$ cat src/rtl/givens_rotator.sv
// givens_rotator: applies a Givens rotation (cos, sin) to ROW_LEN streamed
// element pairs per angle.
//   x' = (c*x + s*y) >>> CS_FRAC,  y' = (c*y - s*x) >>> CS_FRAC
// Angles arrive as unacknowledged pulses from sin_cos and are buffered in a
// 2-entry FIFO. Element input and output use valid/ready. Two pipeline stages
// give a fixed latency: the pair accepted in cycle k is valid in cycle k+2.
//
// Optional build macro GIVENS_SAT_EN: when defined, results saturate to the
// signed DATA_W range; when undefined, results wrap (low DATA_W bits kept).
//
// Ports:
//   clk, rst                 clock (rising edge), async active-high reset
//   cs_valid/cs_cos/cs_sin   angle pulse, signed fixed point (CS_FRAC frac bits)
//   in_valid/in_ready        element pair handshake, in_x/in_y signed
//   out_valid/out_ready      rotated pair handshake, out_x/out_y signed
//   out_last                 marks the ROW_LEN-th pair of each angle
//   busy                     rotating or pipeline holds data
//   angle_ovf                sticky: an angle was dropped on a full FIFO
module givens_rotator #(
  parameter int unsigned DATA_W  = 8,
  parameter int unsigned ROW_LEN = 4,
  parameter int unsigned CS_W    = 8,
  parameter int unsigned CS_FRAC = 6
) (
  input  logic              clk,
  input  logic              rst,
  input  logic              cs_valid,
  input  logic [CS_W-1:0]   cs_cos,
  input  logic [CS_W-1:0]   cs_sin,
  input  logic              in_valid,
  output logic              in_ready,
  input  logic [DATA_W-1:0] in_x,
  input  logic [DATA_W-1:0] in_y,
  output logic              out_valid,
  input  logic              out_ready,
  output logic [DATA_W-1:0] out_x,
  output logic [DATA_W-1:0] out_y,
  output logic              out_last,
  output logic              busy,
  output logic              angle_ovf
);

  localparam int unsigned PROD_W = DATA_W + CS_W;
  localparam int unsigned SUM_W  = PROD_W + 1;
  localparam int unsigned CNT_W  = (ROW_LEN > 1) ? $clog2(ROW_LEN) : 1;

  typedef enum logic [0:0] {
    ST_IDLE   = 1'b0,
    ST_ROTATE = 1'b1
  } state_t;

  state_t              state_q, state_d;
  logic [CNT_W-1:0]    cnt_q, cnt_d;

  // Angle FIFO
  logic [1:0][CS_W-1:0] fcos_q, fcos_d;
  logic [1:0][CS_W-1:0] fsin_q, fsin_d;
  logic                 wr_ptr_q, wr_ptr_d;
  logic                 rd_ptr_q, rd_ptr_d;
  logic [1:0]           fcnt_q, fcnt_d;
  logic                 ovf_q, ovf_d;

  // Stage 1
  logic                     s1_valid_q, s1_valid_d;
  logic                     s1_last_q, s1_last_d;
  logic signed [PROD_W-1:0] p_cx_q, p_cx_d;
  logic signed [PROD_W-1:0] p_sy_q, p_sy_d;
  logic signed [PROD_W-1:0] p_sx_q, p_sx_d;
  logic signed [PROD_W-1:0] p_cy_q, p_cy_d;

  // Stage 2 / outputs
  logic              out_valid_q, out_valid_d;
  logic              out_last_q, out_last_d;
  logic [DATA_W-1:0] out_x_q, out_x_d;
  logic [DATA_W-1:0] out_y_q, out_y_d;

  logic pipe_en_c, accept_c, last_c, push_c, pop_c, full_c;

  logic signed [CS_W-1:0]   cos_h, sin_h;
  logic signed [PROD_W-1:0] cos_e, sin_e, x_e, y_e;
  logic signed [SUM_W-1:0]  sum_x_c, sum_y_c, shx_c, shy_c;

  // Narrow a shifted sum to DATA_W: saturate or wrap depending on build.
  function automatic logic [DATA_W-1:0] reduce(input logic signed [SUM_W-1:0] v);
`ifdef GIVENS_SAT_EN
    logic signed [SUM_W-1:0] hi;
    logic signed [SUM_W-1:0] lo;
    hi = {{(SUM_W-DATA_W+1){1'b0}}, {(DATA_W-1){1'b1}}};
    lo = {{(SUM_W-DATA_W+1){1'b1}}, {(DATA_W-1){1'b0}}};
    if (v > hi)      return DATA_W'(hi);
    else if (v < lo) return DATA_W'(lo);
    else             return DATA_W'(v);
`else
    return DATA_W'(v);
`endif
  endfunction

  // Handshake and angle-queue control
  always_comb begin
    pipe_en_c = !out_valid_q || out_ready;
    in_ready  = (state_q == ST_ROTATE) && pipe_en_c;
    accept_c  = in_valid && in_ready;
    last_c    = accept_c && (cnt_q == CNT_W'(ROW_LEN - 1));
    pop_c     = last_c;
    full_c    = (fcnt_q == 2'd2);
    // A push into a full FIFO only succeeds when the head leaves this cycle.
    push_c    = cs_valid && (!full_c || pop_c);
  end

  // Angle FIFO update and row FSM
  always_comb begin
    fcos_d   = fcos_q;
    fsin_d   = fsin_q;
    wr_ptr_d = wr_ptr_q;
    rd_ptr_d = rd_ptr_q;
    fcnt_d   = fcnt_q;
    ovf_d    = ovf_q;
    state_d  = state_q;
    cnt_d    = cnt_q;

    if (push_c) begin
      fcos_d[wr_ptr_q] = cs_cos;
      fsin_d[wr_ptr_q] = cs_sin;
      wr_ptr_d         = ~wr_ptr_q;
    end
    if (pop_c) begin
      rd_ptr_d = ~rd_ptr_q;
    end
    fcnt_d = fcnt_q + 2'(push_c) - 2'(pop_c);
    if (cs_valid && !push_c) begin
      ovf_d = 1'b1;
    end

    case (state_q)
      ST_IDLE: begin
        if (fcnt_q != 2'd0) begin
          state_d = ST_ROTATE;
        end
      end
      ST_ROTATE: begin
        if (accept_c) begin
          if (last_c) begin
            cnt_d = '0;
            // Next angle already waiting: keep rotating without a bubble.
            if (fcnt_d == 2'd0) begin
              state_d = ST_IDLE;
            end
          end else begin
            cnt_d = cnt_q + CNT_W'(1);
          end
        end
      end
      default: state_d = ST_IDLE;
    endcase
  end

  // Stage 1: the head angle travels with the pair as four products
  always_comb begin
    cos_h = fcos_q[rd_ptr_q];
    sin_h = fsin_q[rd_ptr_q];
    cos_e = PROD_W'(cos_h);
    sin_e = PROD_W'(sin_h);
    x_e   = PROD_W'($signed(in_x));
    y_e   = PROD_W'($signed(in_y));

    s1_valid_d = s1_valid_q;
    s1_last_d  = s1_last_q;
    p_cx_d     = p_cx_q;
    p_sy_d     = p_sy_q;
    p_sx_d     = p_sx_q;
    p_cy_d     = p_cy_q;
    if (pipe_en_c) begin
      s1_valid_d = accept_c;
      s1_last_d  = last_c;
      if (accept_c) begin
        p_cx_d = cos_e * x_e;
        p_sy_d = sin_e * y_e;
        p_sx_d = sin_e * x_e;
        p_cy_d = cos_e * y_e;
      end
    end
  end

  // Stage 2: sum, floor-shift by CS_FRAC, narrow to DATA_W
  always_comb begin
    sum_x_c = SUM_W'(p_cx_q) + SUM_W'(p_sy_q);
    sum_y_c = SUM_W'(p_cy_q) - SUM_W'(p_sx_q);
    shx_c   = sum_x_c >>> CS_FRAC;
    shy_c   = sum_y_c >>> CS_FRAC;

    out_valid_d = out_valid_q;
    out_last_d  = out_last_q;
    out_x_d     = out_x_q;
    out_y_d     = out_y_q;
    if (pipe_en_c) begin
      out_valid_d = s1_valid_q;
      out_last_d  = s1_last_q;
      if (s1_valid_q) begin
        out_x_d = reduce(shx_c);
        out_y_d = reduce(shy_c);
      end
    end
  end

  always_ff @(posedge clk or posedge rst) begin
    if (rst) begin
      state_q     <= ST_IDLE;
      cnt_q       <= '0;
      fcos_q      <= '0;
      fsin_q      <= '0;
      wr_ptr_q    <= 1'b0;
      rd_ptr_q    <= 1'b0;
      fcnt_q      <= '0;
      ovf_q       <= 1'b0;
      s1_valid_q  <= 1'b0;
      s1_last_q   <= 1'b0;
      p_cx_q      <= '0;
      p_sy_q      <= '0;
      p_sx_q      <= '0;
      p_cy_q      <= '0;
      out_valid_q <= 1'b0;
      out_last_q  <= 1'b0;
      out_x_q     <= '0;
      out_y_q     <= '0;
    end else begin
      state_q     <= state_d;
      cnt_q       <= cnt_d;
      fcos_q      <= fcos_d;
      fsin_q      <= fsin_d;
      wr_ptr_q    <= wr_ptr_d;
      rd_ptr_q    <= rd_ptr_d;
      fcnt_q      <= fcnt_d;
      ovf_q       <= ovf_d;
      s1_valid_q  <= s1_valid_d;
      s1_last_q   <= s1_last_d;
      p_cx_q      <= p_cx_d;
      p_sy_q      <= p_sy_d;
      p_sx_q      <= p_sx_d;
      p_cy_q      <= p_cy_d;
      out_valid_q <= out_valid_d;
      out_last_q  <= out_last_d;
      out_x_q     <= out_x_d;
      out_y_q     <= out_y_d;
    end
  end

  assign out_valid = out_valid_q;
  assign out_last  = out_last_q;
  assign out_x     = out_x_q;
  assign out_y     = out_y_q;
  assign angle_ovf = ovf_q;
  assign busy      = (state_q == ST_ROTATE) || s1_valid_q || out_valid_q;

endmodule

$ cat config.mk
export PLATFORM = sky130hd
export DESIGN_NAME = givens_rotator
export DESIGN_NICKNAME = d
export VERILOG_FILES = /design/src/rtl/givens_rotator.sv
export SDC_FILE = /design/constraint.sdc
export NUM_CORES = 1
export LEC_CHECK = 0
export BUFFER_PORTS_ARGS = -buffer_cell sky130_fd_sc_hd__buf_2
export CAP_MARGIN = 20
export CORE_UTILIZATION = 35
export DETAILED_ROUTE_END_ITERATION = 7
export GPL_ROUTABILITY_DRIVEN = 0
export PLACE_DENSITY = 0.54
export SYNTH_ARGS = -nofsm -noshare
export SYNTH_HDL_FRONTEND = slang
export SYNTH_SLANG_ARGS = --single-unit
$ cat constraint.sdc
create_clock -name clk -period 8.3 [get_ports clk]
set_input_delay 0.415 -clock clk [delete_from_list [all_inputs] [get_ports clk]]
set_output_delay 0.415 -clock clk [all_outputs]
set_load 0.005 [all_outputs]
==> results of run 1 <==
[worst max path at each step]
stage	from	end	cells past startpoint
floorplan	rd_ptr_q$_DFFE_PP0P_	p_cy_q[13]$_DFFE_PP0P_	20
global placement	rd_ptr_q$_DFFE_PP0P_	p_cy_q[13]$_DFFE_PP0P_	18
detailed placement	rd_ptr_q$_DFFE_PP0P_	p_cy_q[13]$_DFFE_PP0P_	18
CTS	rd_ptr_q$_DFFE_PP0P_	p_cy_q[13]$_DFFE_PP0P_	18
global route	rd_ptr_q$_DFFE_PP0P_	p_sx_q[13]$_DFFE_PP0P_	17
finish	rd_ptr_q$_DFFE_PP0P_	p_cy_q[13]$_DFFE_PP0P_	18
[final cells by class]
type / count / area share
clock inverters: 15 / 0.0100
flip-flops and latches: 116 / 0.186
well taps: 525 / 0.0421
inverters: 311 / 0.0751
multi-input cells: 1044 / 0.637
repair buffers: 65 / 0.0222
clock buffers: 17 / 0.0273
[metal layers]
| layer | vias up | track usage |
|---|---|---|
| li1 | 4712 | - |
| met1 | 4802 | 0.242 |
| met2 | 113 | 0.278 |
| met3 | 14 | 0.0209 |
| met4 | 0 | 0.0416 |
| met5 | - | 0 |
[cells in the mapped netlist (8+ instances only)]
library cell	number	share of area
o21ai_1	12	0.0042
ha_1	131	0.12
xnor2_1	49	0.030
clkbuf_1	37	0.0098
nor2b_1	63	0.028
fa_1	192	0.27
nand3_1	8	0.0028
o31ai_1	11	0.0058
mux2i_1	8	0.0056
o21ai_0	56	0.020
inv_1	309	0.082
nand2b_1	20	0.0088
nand2_1	184	0.049
dfrtp_1	116	0.20
xor2_1	26	0.016
a21oi_1	25	0.0088
and2_1	98	0.043
mux2_2	23	0.018
nor2_1	46	0.012
mux2_4	21	0.022
nor3_1	18	0.0063
[flip-flops by register name, indices dropped and copies added, names as in the netlist, 2 cells and up]
signal	flops
cnt_q	2
fcos_q	16
fcnt_q	2
p_cy_q	14
fsin_q	16
p_cx_q	14
out_x	8
p_sy_q	14
out_y	8
p_sx_q	14
[through the flow]
step | setup WS, ns | instance area, um^2 | utilization | hold WS, ns
after floorplan | 3.29 | 14200 | - | 0.442
after global placement | 2.62 | 15000 | 0.376 | 0.432
after detailed placement | 2.54 | 15000 | 0.376 | 0.439
after CTS | 2.55 | 15600 | 0.390 | 0.0667
after global routing | 2.15 | 15600 | 0.390 | 0.112
final | 2.58 | 15600 | 0.390 | 0.0677
[worst register-to-register path: stages (launching register included)]
cell and delay, ns:
dfrtp_1 1.03, mux2_2 0.58, and2_1 0.24, fa_1 0.53
inv_1 0.05, fa_1 0.53, inv_1 0.05, fa_1 0.47
inv_1 0.05, fa_1 0.48, inv_1 0.04, ha_1 0.31
and3_1 0.16, a221o_1 0.33, o41a_1 0.36, nand3_1 0.10
nand2_1 0.06, xnor2_1 0.13, o21ai_1 0.08
[cell families after synthesis]
kind of cell / after synthesis
AO/OA/AOI/OAI: 138
AND/OR/NAND/NOR: 456
XOR/XNOR: 75
adder cells (fa/ha/maj): 323
buffers and inverters: 360
flip-flops: 116
multiplexers: 52
==> summary.txt, run 1 <==
Synth Area in XOR/XNOR -> 0.0462
compound-gate portion of the synthesized area -> 0.0581
Crit Reg-Reg Startpoint -> rd_ptr_q$_DFFE_PP0P_
Synth Register Bits -> 116
Met3 Wirelength -> 928 um
Worst slew margin -> 0.302
average size of a mapped cell -> 9.35 um^2
critical path required time -> 8.58 ns
EDFF count, synth -> 0
CTS resizes -> 0
total negative slack -> 0 ns
family with the most delay on the worst path -> adder cells
pin count of the biggest net entering global routing -> 89
Layout area overhead -> 9.65%
CTS tree -> built
fmax -> 0.175 GHz
top routing layer in use -> met4
most frequent cells in the layout -> inv_1, fa_1, nand2_1
num ports -> 58
HPWL after DPL -> 24.5 mm
fin crit share -> 0.689
clk sinks -> 116
vias in the first global route -> 10557
Slew Limit Fails -> 0
M1 wire length -> 15.8 mm
register area -> 2900 um^2
crit path DAT -> 5.99 ns
clock tree buffer depth -> 2
Iter 0 DRT Violations -> 405
RSZ-0062 raised after global routing -> false
post-synthesis sequential area ratio -> 0.204
metal2 WL -> 14.7 mm
Reg clk slew, reported paths -> 0.06 ns
cells after synthesis -> 1520
skew final -> 0.0117 ns
vias -> 9641
core area -> 39900 um^2
DRC violations left -> 0
Cell Area, Synth -> 14200 um^2
Worst-Margin Slew -> 1.05 ns
reg-to-reg endpoint -> p_cy_q[13]$_DFFE_PP0P_
width of the chip -> 204 um
non-filler cells, final -> 2093
simple-gate share of the synthesized area -> 0.162
yosys warns -> 0
Hold Path Class -> primary input to asynchronous set/reset pin
DRT Pass-1 Iters -> 5
Worst path slowest cell -> dfrtp_1
adder-cell share of the synthesized area -> 0.386
minimum clock period -> 5.72 ns
post-CTS setup buffers -> 0
Syn Nets -> 1880
cts hold-fix bufs -> 0
antenna violations before repair -> 0
CP Cell Sequence -> mux2_2, and2_1, fa_1, inv_1, fa_1, inv_1, fa_1, inv_1, fa_1, inv_1, ha_1, and3_1, a221o_1, o41a_1, nand3_1, nand2_1, xnor2_1, o21ai_1
reg-to-reg setup timing slack -> 2.58 ns
Diodes inserted -> 0
max-cap violations -> 0
largest family of logic cells by synthesized area -> adder cells
unique cell type count in the Yosys netlist -> 49
share of cells above drive strength 1 -> 0.0969
CP peak stage delay -> 1.03 ns
WL final -> 31.8 mm
kind of critical path -> register to register
final setup violating endpoints -> 0
Site Rows -> 73
die height -> 204 um
area of the multi-input gates -> 9930 um^2
wire per inst -> 15.2 um
worst path bufs/invs -> 4
gr ovfl total -> 0
commonest non-fill, non-tap cell in the layout -> inv_1
H-tree Lvls -> 4
status -> finished, final reports clean
global-route wire length before repair -> 55.6 mm
insertion delay to the later sink of the worst-skew pair -> 0.43 ns
Num CTS Buffers -> 17
Startpoint Class -> register
worst reg2reg path depth -> 18
Top FF cell, synth -> dfrtp_1
die area -> 41400 um^2
CP endpoint kind -> register
CP Max Fanout -> 20
asr flop ratio synth -> 1.00
Port Buf Inserts -> 57
placed cell count -> 2061
Antenna Nets Post-Route -> 0
mux share of post-synthesis cell area -> 0.0460
Filler cells -> 4045
CTS root buf -> clkbuf_16
NumNets Final -> 1915
vias per cell -> 4.61
Hold Fails Final Rpt -> 0
GRT Total Usage -> 0.171
initial core utilization -> 0.356
Power of run 1 is not shown: default switching activity piles up to over one toggle a cycle in this logic, so the estimate is an artifact.
==> run 2: changes to the inputs <==
PLACE_DENSITY = 0.56   (was 0.54)
clock period = 5.12 ns   (was 8.3 ns; I/O delays follow)
==> summary.txt, run 2 (same netlist as run 1, synthesis figures left out) <==
worst reg2reg path depth -> 19 (+1)
Hold Path Class -> primary input to register
Filler cells -> 3981 (-1.6%)
Worst slew margin -> 0.436 (+0.134)
wire per inst -> 15.6 um (+2.3%)
Layout area overhead -> 13.9%
RSZ-0062 raised after global routing -> true
die height -> 204 um (unchanged)
max-cap violations -> 0 (unchanged)
Reg clk slew, reported paths -> 0.06 ns (about the same)
vias in the first global route -> 10418 (-1.3%)
CTS tree -> built
Port Buf Inserts -> 57 (unchanged)
CP endpoint kind -> register
initial core utilization -> 0.356 (unchanged)
status -> finished, final reports clean
reg-to-reg setup timing slack -> 0.17 ns (-2.42 ns)
clk sinks -> 116 (unchanged)
HPWL after DPL -> 26.1 mm (+6.5%)
Crit Reg-Reg Startpoint -> rd_ptr_q$_DFFE_PP0P_
width of the chip -> 204 um (unchanged)
WL final -> 33.1 mm (+4.1%)
share of cells above drive strength 1 -> 0.132 (+0.0351)
crit path DAT -> 5.23 ns (-0.76 ns)
antenna violations before repair -> 0 (unchanged)
reg-to-reg endpoint -> p_cy_q[13]$_DFFE_PP0P_
non-filler cells, final -> 2131 (+1.8%)
skew final -> 0.0105 ns (-0.00123 ns)
core area -> 39900 um^2 (unchanged)
Diodes inserted -> 0 (unchanged)
GRT Total Usage -> 0.173 (+0.00200)
fin crit share -> 0.967 (+0.279)
gr ovfl total -> 0 (unchanged)
minimum clock period -> 4.95 ns (-0.763 ns)
Finished Cell Area -> 16200 um^2 (+3.9%)
Antenna Nets Post-Route -> 0 (unchanged)
kind of critical path -> register to register
placed cell count -> 2085 (+1.2%)
Iter 0 DRT Violations -> 405 (unchanged)
most frequent cells in the layout -> inv_1, fa_1, nand2_1
DRC violations left -> 0 (unchanged)
hold-critical path depth -> 2
critical path required time -> 5.40 ns (-3.18 ns)
die area -> 41400 um^2 (unchanged)
NumNets Final -> 1953 (+2.0%)
vias -> 9835 (+2.0%)
commonest non-fill, non-tap cell in the layout -> inv_1
fmax -> 0.202 GHz (+15%)
CP Max Fanout -> 5 (-75%)
Hold Fails Final Rpt -> 0 (unchanged)
final setup violating endpoints -> 0 (unchanged)
Site Rows -> 73 (unchanged)
pin count of the biggest net entering global routing -> 89 (unchanged)
Worst-Margin Slew -> 0.846 ns (-0.201 ns)
hold endpoint -> fsin_q[11]$_DFFE_PP0P_
vias per cell -> 4.62 (+0.19%)
Slew Limit Fails -> 0 (unchanged)
Num CTS Buffers -> 17 (unchanged)
num ports -> 58 (unchanged)
clock tree buffer depth -> 2 (unchanged)
DRT Pass-1 Iters -> 4 (-1)
global-route wire length before repair -> 55.8 mm (+0.31%)
insertion delay to the later sink of the worst-skew pair -> 0.44 ns (about the same)
Area after DPL -> 15200 um^2 (+1.5%)
CTS root buf -> clkbuf_16
H-tree Lvls -> 4 (unchanged)
hold path start -> cs_sin[3]
Startpoint Class -> register
biggest regs -> fcos_q x16, fsin_q x16
-- run 2: what timing repair did --
action | CTS | global route
gates cloned | 0 | 2
hold buffers | 0 | 1
buffers inserted | 0 | 10
resized for setup | 2 | 48
pin swaps | 0 | 9
endpoints found under the hold margin | 0 | 27
setup endpoints to repair | 2 | 13
-- run 2: worst max path at each step --
stage	start	endpoint	slack (ns)	cells past startpoint
CTS	rd_ptr_q$_DFFE_PP0P_	p_cy_q[13]$_DFFE_PP0P_	0.007	19
floorplan	rd_ptr_q$_DFFE_PP0P_	p_cy_q[13]$_DFFE_PP0P_	0.11	20
detailed placement	rd_ptr_q$_DFFE_PP0P_	p_sx_q[13]$_DFFE_PP0P_	-0.08	18
finish	rd_ptr_q$_DFFE_PP0P_	p_cy_q[13]$_DFFE_PP0P_	0.17	19
global route	rd_ptr_q$_DFFE_PP0P_	p_sy_q[11]$_DFFE_PP0P_	-0.05	18
global placement	rd_ptr_q$_DFFE_PP0P_	p_sx_q[13]$_DFFE_PP0P_	0.007	18
-- run 2: area by class of cell --
| type | instances | area [um^2] | share of cell area |
|---|---|---|---|
| Multi-Input combinational cell | 1044 | 10100 | 0.624 |
| Sequential cell | 116 | 2900 | 0.179 |
| Inverter | 311 | 1170 | 0.0722 |
| Timing Repair Buffer | 103 | 756 | 0.0467 |
| Tap cell | 525 | 657 | 0.0406 |
| Clock buffer | 18 | 429 | 0.0265 |
| Clock inverter | 14 | 176 | 0.0109 |
-- run 2: critical path: stages (launching register included) --
cell	delay (ns)
dfrtp_2	0.48
buf_12	0.17
mux2_4	0.31
and2_4	0.17
fa_1	0.51
inv_1	0.05
fa_1	0.49
inv_2	0.04
fa_1	0.55
inv_2	0.04
fa_1	0.49
inv_2	0.05
ha_4	0.22
and3_1	0.14
a221o_1	0.30
o41a_1	0.41
nand3_1	0.08
nand2_1	0.06
xnor2_1	0.15
o21ai_1	0.07
-- run 2: per-layer routing --
| layer | track usage | wire length [um] |
|---|---|---|
| met5 | 0 | 0 |
| met4 | 0.0422 | 403 |
| met3 | 0.0251 | 1180 |
| met2 | 0.271 | 15200 |
| met1 | 0.250 | 16400 |
-- run 2: metrics by stage --
| step | util | worst slack (ns) | hold WS, ns | TNS [ns] |
|---|---|---|---|---|
| floorplan | - | 0.114 | 0.373 | 0 |
| global placement | 0.381 | 0.00690 | 0.436 | 0 |
| detailed placement | 0.381 | -0.0752 | 0.449 | -0.0856 |
| CTS | 0.397 | 0.00680 | 0.0503 | 0 |
| global route | 0.406 | -0.0543 | 0.0566 | -0.143 |
| finish | 0.406 | 0.167 | 0.0695 | 0 |
Power of run 2 is left out for the same reason.
==> run 3: changes to the inputs <==
PLACE_DENSITY = 0.54   (was 0.56)
clock period = 4.75 ns   (was 5.12 ns; I/O delays follow)
==> summary.txt, run 3 (same netlist as run 1, synthesis figures left out) <==
status -> complete, but fails checks
violated checks -> setup timing
Met3 Wirelength -> 1.15 mm (-2.2%)
die area -> 41400 um^2 (unchanged)
DRT Pass-1 Iters -> 7 (+3)
CTS root buf -> clkbuf_16
cts hold-fix bufs -> 0 (unchanged)
Slew Limit Fails -> 0 (unchanged)
fmax -> 0.208 GHz (+2.9%)
pin count of the biggest net entering global routing -> 70 (-21%)
gr ovfl total -> 0 (unchanged)
DRC violations left -> 0 (unchanged)
metal2 WL -> 15.1 mm (-0.22%)
CP endpoint kind -> register
global-route wire length before repair -> 57.7 mm (+3.5%)
top routing layer in use -> met4
GRT Total Usage -> 0.179 (+0.00569)
Site Rows -> 73 (unchanged)
Startpoint Class -> register
vias per cell -> 4.56 (-1.3%)
share of cells above drive strength 1 -> 0.179 (+0.0465)
RSZ-0062 raised after global routing -> true
Antenna Nets Post-Route -> 0 (unchanged)
clock tree buffer depth -> 2 (unchanged)
Iter 0 DRT Violations -> 463 (+14%)
critical path required time -> 5.03 ns (-0.37 ns)
Layout area overhead -> 17.6%
final setup margin -> -0.0626 ns (-0.230 ns)
CTS tree -> built
commonest non-fill, non-tap cell in the layout -> inv_1
Worst slew margin -> 0.412 (-0.0239)
antenna violations before repair -> 0 (unchanged)
Area after DPL -> 15900 um^2 (+4.2%)
Diodes inserted -> 0 (unchanged)
Reg clk slew, reported paths -> 0.06 ns (about the same)
Port Buf Inserts -> 57 (unchanged)
skew final -> 0.0142 ns (+0.00369 ns)
Finished Cell Area -> 16700 um^2 (+3.2%)
vias -> 9998 (+1.7%)
insertion delay to the later sink of the worst-skew pair -> 0.43 ns (about the same)
minimum clock period -> 4.81 ns (-0.140 ns)
num ports -> 58 (unchanged)
NumNets Final -> 2016 (+3.2%)
clk sinks -> 116 (unchanged)
wire per inst -> 15.3 um (-1.6%)
Hold Path Class -> primary input to asynchronous set/reset pin
biggest regs -> fcos_q x16, fsin_q x16
fin crit share -> 1.01 (+0.0458)
core area -> 39900 um^2 (unchanged)
Num CTS Buffers -> 17 (unchanged)
kind of critical path -> register to register
initial core utilization -> 0.356 (unchanged)
Hold Fails Final Rpt -> 0 (unchanged)
WL final -> 33.6 mm (+1.3%)
most frequent cells in the layout -> inv_1, fa_1, nand2_1
final setup violating endpoints -> 2 (+2)
Worst-Margin Slew -> 0.882 ns (+0.0358 ns)
die height -> 204 um (unchanged)
HPWL after DPL -> 27.3 mm (+4.6%)
max-cap violations -> 0 (unchanged)
H-tree Lvls -> 4 (unchanged)
width of the chip -> 204 um (unchanged)
CP Max Fanout -> 12 (+7)
crit path DAT -> 5.09 ns (-0.14 ns)
vias in the first global route -> 10874 (+4.4%)
M1 wire length -> 16.7 mm (+2.2%)
run 3: changes by cell type in the layout (fill, tap and decap cells not counted), sizes merged:
cell,before,now
buf,100,166
dlygate4sd3,1,0
clkinvlp,2,5
clkbuf,20,19
bufinv,3,1
clkinv,8,6
run 3: layout make-up:
type	instances	area, um^2
inverters	311	1170
repair buffers	166	1220
multi-input cells	1044	10200
clock inverters	13	125
flip-flops and latches	116	2900
fillers	3862	23200
well taps	525	657
clock buffers	19	453
run 3: critical path, stage by stage, from the launching register on:
cell and delay [ns]:
dfrtp_1 0.41, buf_12 0.17, mux2_4 0.31, and2_4 0.16, fa_1 0.53, inv_2 0.05, fa_1 0.52, inv_2 0.04
fa_1 0.53, inv_1 0.05, fa_1 0.49, inv_2 0.05, ha_4 0.21, and3_4 0.14, a221o_1 0.30, o41a_1 0.33
nand3_1 0.09, nand2_1 0.06, xnor2_1 0.15, o21ai_1 0.07
run 3: metrics by stage:
stage | hold WS (ns) | cells | util | TNS [ns] | setup WS (ns)
after floorplan | 0.354 | 1520 | - | -0.0403 | -0.0403
after global placement | 0.433 | 2157 | 0.397 | -0.509 | -0.141
after detailed placement | 0.443 | 2157 | 0.397 | -1.12 | -0.202
after CTS | 0.0218 | 2191 | 0.414 | -0.139 | -0.0599
after global routing | 0.0403 | 2194 | 0.419 | -2.33 | -0.276
final | 0.0103 | 2194 | 0.419 | -0.107 | -0.0626
run 3: per-layer routing:
metal | vias up | track usage
met3 | 29 | 0.0217
met4 | 0 | 0.0395
met5 | - | 0
met2 | 151 | 0.288
li1 | 4918 | -
met1 | 4900 | 0.256
run 3: final timing paths:
kind	startpoint	to	slack [ns]	cells past startpoint
worst max-delay path	rd_ptr_q$_DFFE_PP0P_	p_cy_q[13]$_DFFE_PP0P_	-0.06	19
worst min-delay path	rst	s1_valid_q$_DFFE_PP0N_	0.01	2
worst max register to register	rd_ptr_q$_DFFE_PP0P_	p_cy_q[13]$_DFFE_PP0P_	-0.06	19
worst min register to register	angle_ovf$_DFFE_PP0P_	angle_ovf$_DFFE_PP0P_	0.45	1
max in group asynchronous	rst	p_sy_q[5]$_DFFE_PP0P_	3.53	3
min in group clk	cs_sin[2]	fsin_q[2]$_DFFE_PP0P_	0.05	2
run 3: repair_timing:
item | CTS | global route
resized for setup | 20 | 36
endpoints found under the setup margin | 14 | 17
pin swaps | 2 | 9
buffers inserted | 2 | 3
Power of run 3 is left out for the same reason.
